File: config.mk
export PLATFORM = sky130hd
export DESIGN_NAME = irr_isr_priority_resolver_flat
export DESIGN_NICKNAME = d
export VERILOG_FILES = /design/src/rtl/irr_isr_priority_resolver_if.sv /design/src/rtl/irr_isr_priority_resolver.sv /design/src/flat_wrapper.sv
export SDC_FILE = /design/constraint.sdc
export NUM_CORES = 1
export LEC_CHECK = 0
export CAP_MARGIN = 20
export CORE_ASPECT_RATIO = 1.2
export CORE_MARGIN = 4
export CORE_UTILIZATION = 48
export CTS_BUF_LIST = sky130_fd_sc_hd__clkbuf_16
export DETAILED_ROUTE_END_ITERATION = 10
export PLACE_DENSITY = 0.77
export SLEW_MARGIN = 20
export SYNTH_ARGS = -nofsm -noshare
export SYNTH_HDL_FRONTEND = slang
export SYNTH_SLANG_ARGS = --single-unit
File: constraint.sdc
create_clock -name clk -period 3 [get_ports clk]
set_clock_uncertainty 0.2 [all_clocks]
set_input_delay 0.6 -clock clk [delete_from_list [all_inputs] [get_ports clk]]
set_output_delay 0.6 -clock clk [all_outputs]
set_load 0.05 [all_outputs]
File: src/rtl/irr_isr_priority_resolver_if.sv
// Bundle between the CPU-side controller and the IRR/ISR priority resolver.
// master: drives requests, mask, vector base, INTA and EOI; slave: the resolver.
// Inputs : init, ir[7:0], ltim, imr[7:0], base[7:0], inta_n, eoi
//          (auto_rotate only with PIC_AUTO_ROTATE_EN)
// Outputs: irr[7:0], isr[7:0], highest_priority[2:0], int_req, vector[7:0], vector_valid
interface irr_isr_priority_resolver_if;
`ifdef PIC_AUTO_ROTATE_EN
    logic       auto_rotate;
`endif
    logic       init;
    logic [7:0] ir;
    logic       ltim;
    logic [7:0] imr;
    logic [7:0] base;
    logic       inta_n;
    logic       eoi;
    logic [7:0] irr;
    logic [7:0] isr;
    logic [2:0] highest_priority;
    logic       int_req;
    logic [7:0] vector;
    logic       vector_valid;

    modport master (
`ifdef PIC_AUTO_ROTATE_EN
        output auto_rotate,
`endif
        output init, ir, ltim, imr, base, inta_n, eoi,
        input  irr, isr, highest_priority, int_req, vector, vector_valid
    );

    modport slave (
`ifdef PIC_AUTO_ROTATE_EN
        input  auto_rotate,
`endif
        input  init, ir, ltim, imr, base, inta_n, eoi,
        output irr, isr, highest_priority, int_req, vector, vector_valid
    );
endinterface

File: src/rtl/irr_isr_priority_resolver.sv
// 8259-style IRR/ISR priority resolver with two-pulse INTA vectoring and EOI.
// Ports: clk, rst_n (async, active-low), bus (slave modport of the _if bundle).
// Optional macro PIC_AUTO_ROTATE_EN adds bus.auto_rotate: each EOI makes the
// cleared level lowest priority. Without it priority is fixed IR0 > ... > IR7.
module irr_isr_priority_resolver (
    input  logic                           clk,
    input  logic                           rst_n,
    irr_isr_priority_resolver_if.slave     bus
);
    typedef enum logic [1:0] {
        S_IDLE,
        S_ACK1,
        S_ACK2
    } ack_state_t;

    ack_state_t state;
    logic [7:0] irr_q;
    logic [7:0] isr_q;
    logic [7:0] ir_prev;
    logic       inta_prev;
    logic [2:0] lat_l;
    logic       lat_p;
    logic       int_req_q;
    logic [7:0] vector_q;
    logic       vv_q;
    logic [2:0] prio_base;

    // Search starts at the current highest-priority level and wraps; the
    // first set bit in that order wins. Returns {found, index}.
    function automatic logic [3:0] pick(input logic [7:0] req,
                                        input logic [2:0] start);
        logic [3:0] r;
        logic [2:0] idx;
        r = 4'h0;
        for (int i = 7; i >= 0; i--) begin
            idx = start + 3'(i);
            if (req[idx]) r = {1'b1, idx};
        end
        return r;
    endfunction

    logic [3:0] pend_pick;
    logic [3:0] isr_pick;
    logic       pend_found;
    logic [2:0] pend_idx;
    logic       isr_found;
    logic [2:0] isr_top;
    logic [2:0] pend_rank;
    logic [2:0] isr_rank;
    logic       qualify;
    logic       fall;
    logic       rise;
    logic       grant;
    logic       eoi_hit;
    logic [7:0] ir_rise;
    logic [7:0] irr_nxt;
    logic [7:0] grant_mask;
    logic [7:0] irr_clr;
    logic [7:0] eoi_mask;
    logic       unused_base;

    assign pend_pick  = pick(irr_q & ~bus.imr, prio_base);
    assign isr_pick   = pick(isr_q, prio_base);
    assign pend_found = pend_pick[3];
    assign pend_idx   = pend_pick[2:0];
    assign isr_found  = isr_pick[3];
    assign isr_top    = isr_pick[2:0];

    // Rank 0 is the current highest level; lower rank preempts.
    assign pend_rank = pend_idx - prio_base;
    assign isr_rank  = isr_top - prio_base;
    assign qualify   = pend_found && (!isr_found || pend_rank < isr_rank);

    assign fall = inta_prev && !bus.inta_n;
    assign rise = !inta_prev && bus.inta_n;

    // The request must still be there at pulse 2, otherwise it is spurious.
    assign grant   = (state == S_ACK1) && fall && lat_p && irr_q[lat_l];
    assign eoi_hit = bus.eoi && isr_found;

    // Masked lines do not latch edges: unmasking needs a fresh edge.
    assign ir_rise = bus.ir & ~ir_prev & ~bus.imr;
    assign irr_nxt = bus.ltim ? bus.ir : (irr_q | ir_rise);

    assign grant_mask = grant ? (8'h01 << lat_l) : 8'h00;
    assign irr_clr    = bus.ltim ? 8'h00 : grant_mask;
    assign eoi_mask   = eoi_hit ? (8'h01 << isr_top) : 8'h00;

    assign unused_base = ^bus.base[2:0];

    always_ff @(posedge clk or negedge rst_n) begin
        if (!rst_n) begin
            state     <= S_IDLE;
            irr_q     <= 8'h00;
            isr_q     <= 8'h00;
            ir_prev   <= 8'h00;
            inta_prev <= 1'b1;
            lat_l     <= 3'd0;
            lat_p     <= 1'b0;
            int_req_q <= 1'b0;
            vector_q  <= 8'h00;
            vv_q      <= 1'b0;
        end else if (bus.init) begin
            state     <= S_IDLE;
            irr_q     <= 8'h00;
            isr_q     <= 8'h00;
            ir_prev   <= 8'h00;
            inta_prev <= 1'b1;
            lat_l     <= 3'd0;
            lat_p     <= 1'b0;
            int_req_q <= 1'b0;
            vector_q  <= 8'h00;
            vv_q      <= 1'b0;
        end else begin
            ir_prev   <= bus.ir;
            inta_prev <= bus.inta_n;
            irr_q     <= irr_nxt & ~irr_clr;
            // EOI and grant never touch the same bit: grant sets a level
            // above every in-service bit.
            isr_q     <= (isr_q & ~eoi_mask) | grant_mask;
            unique case (state)
                S_IDLE: begin
                    if (fall) begin
                        state <= S_ACK1;
                        lat_l <= pend_idx;
                        lat_p <= pend_found;
                    end else begin
                        int_req_q <= qualify;
                    end
                end
                S_ACK1: begin
                    if (fall) begin
                        state <= S_ACK2;
                        vv_q  <= 1'b1;
                        if (grant) begin
                            vector_q <= {bus.base[7:3], lat_l};
                        end else begin
                            vector_q <= {bus.base[7:3], 3'b111};
                        end
                    end
                end
                S_ACK2: begin
                    if (rise) begin
                        state     <= S_IDLE;
                        vv_q      <= 1'b0;
                        int_req_q <= 1'b0;
                    end
                end
                default: state <= S_IDLE;
            endcase
        end
    end

`ifdef PIC_AUTO_ROTATE_EN
    always_ff @(posedge clk or negedge rst_n) begin
        if (!rst_n) begin
            prio_base <= 3'd0;
        end else if (bus.init) begin
            prio_base <= 3'd0;
        end else if (eoi_hit && bus.auto_rotate) begin
            prio_base <= isr_top + 3'd1;
        end
    end
`else
    assign prio_base = 3'd0;
`endif

    assign bus.irr              = irr_q;
    assign bus.isr              = isr_q;
    assign bus.highest_priority = pend_idx;
    assign bus.int_req          = int_req_q;
    assign bus.vector           = vector_q;
    assign bus.vector_valid     = vv_q;
endmodule

File: src/flat_wrapper.sv
// flat-port wrapper written by rule: the top's interface ports become plain ports
module irr_isr_priority_resolver_flat 
  (clk, rst_n, bus_init, bus_ir, bus_ltim, bus_imr, bus_base, bus_inta_n, bus_eoi, bus_irr, bus_isr, bus_highest_priority, bus_int_req, bus_vector, bus_vector_valid);
  irr_isr_priority_resolver_if bus_i ();
  input  logic clk;
  input  logic rst_n;
  input wire logic [$bits(bus_i.init)-1:0] bus_init;
  input wire logic [$bits(bus_i.ir)-1:0] bus_ir;
  input wire logic [$bits(bus_i.ltim)-1:0] bus_ltim;
  input wire logic [$bits(bus_i.imr)-1:0] bus_imr;
  input wire logic [$bits(bus_i.base)-1:0] bus_base;
  input wire logic [$bits(bus_i.inta_n)-1:0] bus_inta_n;
  input wire logic [$bits(bus_i.eoi)-1:0] bus_eoi;
  output wire logic [$bits(bus_i.irr)-1:0] bus_irr;
  output wire logic [$bits(bus_i.isr)-1:0] bus_isr;
  output wire logic [$bits(bus_i.highest_priority)-1:0] bus_highest_priority;
  output wire logic [$bits(bus_i.int_req)-1:0] bus_int_req;
  output wire logic [$bits(bus_i.vector)-1:0] bus_vector;
  output wire logic [$bits(bus_i.vector_valid)-1:0] bus_vector_valid;
  assign bus_i.init = bus_init;
  assign bus_i.ir = bus_ir;
  assign bus_i.ltim = bus_ltim;
  assign bus_i.imr = bus_imr;
  assign bus_i.base = bus_base;
  assign bus_i.inta_n = bus_inta_n;
  assign bus_i.eoi = bus_eoi;
  assign bus_irr = bus_i.irr;
  assign bus_isr = bus_i.isr;
  assign bus_highest_priority = bus_i.highest_priority;
  assign bus_int_req = bus_i.int_req;
  assign bus_vector = bus_i.vector;
  assign bus_vector_valid = bus_i.vector_valid;
  irr_isr_priority_resolver u_core (.clk(clk), .rst_n(rst_n), .bus(bus_i));
endmodule
== Word level (Yosys, flattened, before mapping) ==
Index checks and enable logic that the tools add are counted.

* Equality and inequality tests: 6
* Shifts and indexed selects: 2
* Reduce and logical (&&, ||, !) cells: 22
* Bitwise logic cells: 11
* Add/subtract/negate cells: 0
* Muxes and demuxes: 48
* Div/mod/pow operators: 0
* $lt $le $gt $ge: 2
* Multipliers: 0

{| class="wikitable"
|+ Operator list
! operator !! number
|-
| two-way mux 8 bit || 10
|-
| two-way mux 4 bit || 16
|-
| bitwise AND 8 bit || 5
|-
| NOT 8 bit || 4
|-
| OR 8 bit || 2
|-
| left shift 1 x 3 -> 8 bit, first input constant || 2
|-
| two-way mux 3 bit || 4
|-
| two-way mux 1 bit || 10
|-
| != test 3 x 2 -> 1 bit, second input constant || 3
|-
| AND reduction 3 bit || 3
|-
| two-way mux 2 bit || 4
|-
| logical AND 1 bit || 7
|-
| one-hot mux 2 bit (3 select lines) || 1
|-
| nonzero test 2 bit || 3
|-
| nonzero test 3 bit || 2
|-
| less-than comparator 3 x 4 -> 1 bit, second input constant || 1
|-
| one-hot mux 1 bit (2 select lines) || 2
|-
| AND reduction 2 bit || 2
|-
| binary-select mux 1 bit (select 3 bit) || 1
|-
| logical NOT 1 bit || 3
|-
| less-than comparator 3 bit || 1
|-
| != test 3 bit, second input constant || 1
|-
| equality test 2 x 1 -> 1 bit, second input constant || 1
|-
| equality test 2 bit, second input constant || 1
|-
| other kinds (2) || 2
|}

* Bits in latches: 0
* Bits in registers: 41
* Memories: 0
* Memory bits (read-only): 0
* Output and inout bits: 29
* Bits in writable memories: 0

== Depth between registers and ports, before layout ==
Gate-level depths: netlist (run 1).

* Depth in word-level cells: 16
* Gate-level depth with buffers: 7

== Worst setup path after synthesis (run 1) ==
No wires, ideal clock.

* Kind: register -> register
* Start point: reg u_core.irr_q[0], in the netlist u_core.bus.irr[0]
* End point: reg u_core.int_req_q, in the netlist u_core.bus.int_req
* Setup slack: -54 ps
* Library setup time: 96 ps
* Stages on the path, launching flop included: 7
* Required time: 2704 ps
* Arrival time: 2759 ps
* Cells stage by stage: dfrtp_1 > nor2b_1 > nor4_1 > nor2b_1 > ha_1 > and3_2 > a311oi_2

* Cells in the longest elaborated chain, start to end: 8

{| class="wikitable"
|+ RTL lines
! what !! line !! source
|-
| start, declared || irr_isr_priority_resolver.sv:17 || <nowiki>logic [7:0] irr_q;</nowiki>
|-
| start signal, assigned || irr_isr_priority_resolver.sv:117 || <nowiki>irr_q <= irr_nxt & ~irr_clr;</nowiki>
|-
| bitwise AND 8 bit || irr_isr_priority_resolver.sv:62 || <nowiki>assign pend_pick = pick(irr_q & ~bus.imr, prio_base);</nowiki>
|-
| two-way mux 4 bit || irr_isr_priority_resolver.sv:37 || <nowiki>if (req[idx]) r = {1'b1, idx};</nowiki>
|-
| via bus_highest_priority[2] || flat_wrapper.sv:16 || <nowiki>output wire logic [$bits(bus_i.highest_priority)-1:0] bus_highest_priority;</nowiki>
|-
| less-than comparator 3 bit || irr_isr_priority_resolver.sv:72 || <nowiki>assign qualify = pend_found && (!isr_found || pend_rank < isr_rank);</nowiki>
|-
| logical OR 1 bit || irr_isr_priority_resolver.sv:72 ||
|-
| logical AND 1 bit || irr_isr_priority_resolver.sv:72 ||
|-
| two-way mux 1 bit || irr_isr_priority_resolver.sv:123 || <nowiki>if (fall) begin</nowiki>
|-
| one-hot mux 1 bit (2 select lines) || irr_isr_priority_resolver.sv:121 || <nowiki>unique case (state)</nowiki>
|-
| two-way mux 1 bit || irr_isr_priority_resolver.sv:103 || <nowiki>end else if (bus.init) begin</nowiki>
|-
| end signal, assigned || irr_isr_priority_resolver.sv:128 || <nowiki>int_req_q <= qualify;</nowiki>
|-
| end, declared || irr_isr_priority_resolver.sv:23 || <nowiki>logic int_req_q;</nowiki>
|}

The timed path passes the listed nets, and every way through them passes these cells. The select of a mux whose other input is x is not followed.
A chain may end at the register's enable or synchronous reset.

== Worst setup path after layout (run 1) ==
* Start point: in bus_imr[0]
* End point: out bus_highest_priority[2]

* Cells in the longest elaborated chain, start to end: 3

{| class="wikitable"
|+ RTL lines
! what !! line !! source
|-
| start, declared || flat_wrapper.sv:10 || <nowiki>input wire logic [$bits(bus_i.imr)-1:0] bus_imr;</nowiki>
|-
| NOT 8 bit || irr_isr_priority_resolver.sv:62 ||
|-
| bitwise AND 8 bit || irr_isr_priority_resolver.sv:62 ||
|-
| two-way mux 4 bit || irr_isr_priority_resolver.sv:37 ||
|-
| end, declared || flat_wrapper.sv:16 ||
|}

Every way passes these cells.

==> results of run 1 <==
[critical path: cells and delay by family]
| family | cells | cell delay, ns |
|---|---|---|
| buffers and inverters | 4 | 0.98 |
| and+or+nand+nor | 3 | 0.56 |
[flip-flops by register name, indices dropped and copies added (netlist names)]
| signal | count |
|---|---|
| u_core.state | 2 |
| u_core.bus.irr | 8 |
| u_core.lat_l | 3 |
| u_core.bus.vector | 8 |
| u_core.bus.isr | 8 |
| u_core.bus.int_req | 1 |
| u_core.bus.vector_valid | 1 |
| u_core.ir_prev | 8 |
| u_core.inta_prev | 1 |
| u_core.lat_p | 1 |
[final timing paths]
kind	end	slack [ns]	cells past startpoint
max	bus_highest_priority[2]	0.04	7
min	u_core.bus.irr[7]$_DFF_PN0_	0.25	1
max reg2reg	u_core.bus.int_req$_DFFE_PN0P_	0.65	8
min reg2reg	u_core.bus.vector[3]$_DFFE_PN0P_	0.33	2
max in group asynchronous	u_core.bus.vector[2]$_DFFE_PN0P_	1.78	1
min in group clk	u_core.bus.vector[3]$_DFFE_PN0P_	0.33	2
[metal layers]
layer | routed length, um | global-route usage | up-vias | share of wire
li1 | - | - | 914 | -
met1 | 2235 | 0.2364 | 939 | 0.41
met2 | 2870 | 0.3769 | 50 | 0.53
met3 | 224 | 0.03427 | 6 | 0.042
met4 | 63 | 0.07227 | 0 | 0.012
met5 | 0 | 0 | - | 0
[area by class of cell]
type / instances / area (um^2)
fillers: 348 / 1325
multi-input cells: 161 / 1076
flip-flops and latches: 41 / 1027
repair buffers: 62 / 628.1
clock buffers: 5 / 125.1
well taps: 56 / 70.07
clock inverters: 3 / 37.54
inverters: 10 / 37.54
[through the flow]
step / instance area [um^2] / power (mW) / worst slack (ns)
3_5_place_dp: 2838 / 0.9523 / 0.03397
6_report: 3002 / 1.531 / 0.04272
2_1_floorplan: 2187 / 0.8092 / 0.03996
4_1_cts: 3000 / 1.540 / 0.05393
3_3_place_gp: 2838 / 0.9466 / 0.05669
5_1_grt: 3002 / 1.596 / 0.009383
[cells in the mapped netlist, types with 2 or more instances]
cell type	count	area share
o21ai_0	10	0.023
clkbuf_1	5	0.0086
nand3_1	5	0.011
o21a_1	3	0.010
a32o_1	4	0.018
nand2b_1	5	0.014
nor2b_1	19	0.054
nand4_1	3	0.0086
a21o_1	4	0.014
nor2_1	33	0.057
mux4_2	2	0.021
mux2i_1	7	0.032
buf_2	2	0.0046
or3_1	2	0.0057
dfrtp_1	40	0.46
a21oi_1	13	0.030
o31ai_1	3	0.010
nand2_1	10	0.017
a211oi_1	3	0.010
inv_1	10	0.017
nor3_1	4	0.0092
nor3b_1	2	0.0069
[where the power goes]
group          total (mW)  switching, mW  leakage (nW)  internal [mW]
combinational       0.329          0.182         0.602          0.147
sequential          0.614         0.0312         0.548          0.583
clock               0.588          0.201        0.0826          0.386
[repair_timing]
action / 4_1_cts / 5_1_grt
resized for setup: 0 / 1
setup buffers: 0 / 0
endpoints found under the setup margin: 0 / 1
[kinds of logic (layout without fill, tap and decap cells)]
family,after synthesis,after routing,synth area share
XOR/XNOR,1,1,0.004010
flip-flops,41,41,0.4702
adder cells (fa/ha/maj),1,1,0.005726
AND/OR/NAND/NOR,96,96,0.2451
AO/OA/AOI/OAI,54,54,0.1833
buffers and inverters,19,80,0.03895
multiplexers,9,9,0.05269
==> flow_summary.json, run 1 <==
{
  "drive_gt1_frac": 0.1135,
  "utilization": 0.6938,
  "cts.sinks": 41,
  "fp-row-count": 26,
  "grt_use_total": 0.2026,
  "required_ns": 2.20,
  "dp_hpwl_um": 3983,
  "max_freq_mhz": 338.1,
  "cp_common_cell": "buf_4",
  "viasPerCell": 5.648,
  "syn_area_um2": 2185,
  "dieArea_um2": 5699,
  "h-tree-depth": 2,
  "end_kind": "primary output",
  "clockBufferDepth": 2,
  "syn_area_per_cell_um2": 9.885,
  "ys_async_sr_fraction": 1.000,
  "synthFlopType": "dfrtp_1",
  "cp.arrival_ns": 2.16,
  "antenna_cells": 0,
  "drc": 0,
  "cts_tree": "yes",
  "hold_viol": 0,
  "grt_pass1_wl_um": 9108,
  "core_um2": 4327,
  "die_w_um": 69.59,
  "yosysSeqAreaShare": 0.4702,
  "mostFrequentLayoutCell": "clkdlybuf4s50_1",
  "cts_buffers": 5,
  "reg2reg_from": "u_core.bus.irr[7]$_DFF_PN0_",
  "rsz0062_at_grt": "false",
  "first_global_vias": 1973,
  "gp_congestion": 0.8385,
  "yosysWarnings": 0,
  "slew_headroom": 0.3960,
  "drt-pass1-iter-count": 4,
  "route.final.wire_length_um": 5394,
  "gr-total-overflow": 0,
  "startpoint_type": "input pin",
  "worst-setup-path-type": "in -> out",
  "cpPeakStageDelay_ns": 0.51,
  "synth_edf_count": 0,
  "outcome": "complete, no violations",
  "ant_nets": 0,
  "synth_nets": 252,
  "cp_slowest_cell": "clkdlybuf4s50_1",
  "finalMaxSlewViolations": 0,
  "crit_start": "bus_imr[0]",
  "leakagePower_nw": 1.233,
  "ctsRootBufferMaster": "clkbuf_16",
  "syn2layout_area_growth_pct": 37.40,
  "grt_antenna_before_repair": 0,
  "ys_seq_elements": 41,
  "tightest_slew_ns": 0.9060,
  "path_max_fanout": 5,
  "whs_ns": 0.2519,
  "peakVddDrop_uv": 379.5,
  "final_cells": 338,
  "die_h_um": 81.90,
  "worstPathCellList": "clkdlybuf4s50_1 > nor2b_1 > nor4_1 > buf_4 > nor2b_2 > buf_4 > buf_4",
  "grt_max_degree": 42,
  "portBuffers": 55,
  "wl_per_cell_um": 15.96,
  "setup_viol": 0,
  "dr_total_vias": 1909,
  "holdCritPathClass": "in -> async",
  "maxCapViolCount": 0,
  "final_cell_mix": "clkdlybuf4s50_1 (51), dfrtp_1 (40), nor2_1 (33), nor2b_1 (18), a21oi_1 (13)",
  "min_period_ns": 2.957,
  "final_nets": 312,
  "ios": 59,
  "power_density_nw_per_um2": 510.0,
  "initial_utilization": 0.5049,
  "clk_latency_ns": 0.28,
  "synthCells": 221,
  "period_share": 0.9858,
  "tns_ns": 0,
  "drt_iter0_drc": 151,
  "path_clk_slew_ns": 0.06,
  "dp_cells": 330,
  "ctsHoldBuffers": 0,
  "synth.distinct_cells": 54
}
No activity file was read; power rests on OpenSTA's default activity.
==> run 2: changes to the inputs <==
==> constraint.sdc (replaced) <==
create_clock -name clk -period 3 [get_ports clk]
set_clock_uncertainty 0.2 [all_clocks]
set_input_delay 0.45 -clock clk [delete_from_list [all_inputs] [get_ports clk]]
set_output_delay 0.45 -clock clk [all_outputs]
set_load 0.05 [all_outputs]
==> run 2 against run 1 <==
  * Flip-flop and latch count is the same
  * Critical endpoint is now bus_highest_priority[0]
  * Sequential share of layout area grew 0.61 points
  * Via count fell by 1.7%
  * Highest routed layer unchanged
  * Register-to-register slack improved by 0.02 ns
  * First-iteration DRC count shrank 14%
  * Non-clock buffer count decreased by 2
  * Setup slack better by 0.25 ns
==> flow_summary.json, run 2 (synthesized netlist as in run 1, its figures left out) <==
{
  "grt_use_total": 0.2082,
  "clockBufferDepth": 2,
  "path_max_fanout": 3,
  "switching_share": 0.2917,
  "path_clk_slew_ns": 0.06,
  "wl_per_cell_um": 16.10,
  "peakVddDrop_uv": 363.7,
  "slew_headroom": 0.3971,
  "rsz0062_at_grt": "false",
  "outcome": "complete, no violations",
  "final_cell_mix": "clkdlybuf4s50_1 (51), dfrtp_1 (40), nor2_1 (33), nor2b_1 (18), a21oi_1 (13)",
  "max_freq_mhz": 368.9,
  "dp_hpwl_um": 4053,
  "grt_antenna_before_repair": 0,
  "period_share": 0.9035,
  "die_w_um": 69.59,
  "clk_latency_ns": 0.28,
  "portBuffers": 55,
  "clkPwrFrac": 0.354,
  "first_global_vias": 1989,
  "ctsRootBufferMaster": "clkbuf_16",
  "core_um2": 4327,
  "reg2regPathDepth": 8,
  "drt_iter0_drc": 130,
  "endpoint": "bus_highest_priority[0]",
  "tightest_slew_ns": 0.9044,
  "final_nets": 310,
  "leakagePower_nw": 1.210,
  "startpoint_type": "input pin",
  "initial_utilization": 0.5049,
  "end_kind": "primary output",
  "viasPerCell": 5.586,
  "required_ns": 2.35,
  "rr_endpoint": "u_core.bus.int_req$_DFFE_PN0P_",
  "ant_nets": 0,
  "drc": 0,
  "dr_total_vias": 1877,
  "finalMaxSlewViolations": 0,
  "ios": 59,
  "rrSetupSlack_ns": 0.67,
  "mostFrequentLayoutCell": "clkdlybuf4s50_1",
  "antenna_cells": 0,
  "gp_congestion": 0.8548,
  "min_period_ns": 2.711,
  "hold_viol": 0,
  "switchingPower_mw": 0.4222,
  "drive_gt1_frac": 0.1107,
  "power_density_nw_per_um2": 490.8,
  "p_seq_frac": 0.424,
  "route.final.wire_length_um": 5410,
  "cts_setup_buffers": 0,
  "drt-pass1-iter-count": 4,
  "utilization": 0.6816,
  "grt_max_degree": 42,
  "cts.sinks": 41,
  "grt_pass1_wl_um": 9342,
  "ctsHoldBuffers": 0,
  "holdCritPathClass": "in -> async",
  "dp_cells": 328,
  "fp-row-count": 26,
  "h-tree-depth": 2,
  "dieArea_um2": 5699,
  "die_h_um": 81.90,
  "reg2reg_from": "u_core.bus.irr[4]$_DFF_PN0_",
  "final_cells": 336,
  "gr-total-overflow": 0,
  "cp.arrival_ns": 2.06,
  "setup_viol": 0,
  "worst-setup-path-type": "in -> out",
  "crit_start": "bus_imr[3]",
  "cts_tree": "yes",
  "cts_buffers": 5,
  "cts_resized": 0,
  "power.internal_mw": 1.025,
  "combPwrFrac": 0.223,
  "maxCapViolCount": 0,
  "syn2layout_area_growth_pct": 34.99,
  "tns_ns": 0
}
[run 2: per-layer routing]
metal	up-vias	routed length (um)	global-route usage
met5	-	0	0
li1	909	-	-
met2	44	2841	0.3712
met1	912	2257	0.2514
met3	12	214	0.04774
met4	0	97	0.06641
[run 2: layout make-up]
type | instances | area [um^2]
clock buffers | 5 | 125.1
clock inverters | 3 | 13.76
fillers | 362 | 1378
inverters | 10 | 37.54
multi-input cells | 161 | 1075
flip-flops and latches | 41 | 1027
well taps | 56 | 70.07
repair buffers | 60 | 600.6
[run 2: per-stage QoR]
stage / setup WS, ns / hold slack [ns] / total power [mW] / area (um^2)
after detailed placement: 0.2069 / 0.3206 / 0.9462 / 2810
final: 0.2895 / 0.09504 / 1.447 / 2949
after CTS: 0.2998 / 0.1355 / 1.460 / 2949
after floorplan: 0.03996 / -0.04559 / 0.8092 / 2187
after global placement: 0.2198 / 0.3018 / 0.9408 / 2810
after global routing: 0.1879 / 0.1797 / 1.520 / 2949
[run 2: how the worst min path moves through the flow]
stage,startpoint,endpoint
floorplan,rst_n,u_core.bus.int_req$_DFFE_PN0P_
detailed placement,u_core.bus.vector[3]$_DFFE_PN0P_,u_core.bus.vector[3]$_DFFE_PN0P_
finish,rst_n,u_core.ir_prev[0]$_DFF_PN0_
CTS,rst_n,u_core.ir_prev[0]$_DFF_PN0_
global route,rst_n,u_core.ir_prev[0]$_DFF_PN0_
global placement,u_core.bus.vector[5]$_DFFE_PN0P_,u_core.bus.vector[5]$_DFFE_PN0P_
[run 2: power groups by stage]
| stage | Sequential, mW | Combinational, mW | Clock, mW |
|---|---|---|---|
| CTS | 0.613 | 0.326 | 0.521 |
| floorplan | 0.670 | 0.139 | 0 |
| global route | 0.618 | 0.348 | 0.554 |
| detailed placement | 0.622 | 0.324 | 0 |
| global placement | 0.622 | 0.319 | 0 |
| finish | 0.613 | 0.322 | 0.512 |
[run 2: critical path, stage by stage]
cell and delay [ns]:
clkdlybuf4s50_1 0.45, nor2b_1 0.24, or3b_2 0.47, o211ai_1 0.25
buf_12 0.20
==> run 3: changes to the inputs <==
--- a/config.mk
+++ b/config.mk
@@ -12,7 +12,7 @@
 export CTS_BUF_LIST = sky130_fd_sc_hd__clkbuf_16
 export DETAILED_ROUTE_END_ITERATION = 10
 export PLACE_DENSITY = 0.77
-export SLEW_MARGIN = 20
+export SLEW_MARGIN = 0
 export SYNTH_ARGS = -nofsm -noshare
 export SYNTH_HDL_FRONTEND = slang
 export SYNTH_SLANG_ARGS = --single-unit
==> results of run 3 <==
The final DEF is identical to that of run 2; final timing and power are the same.
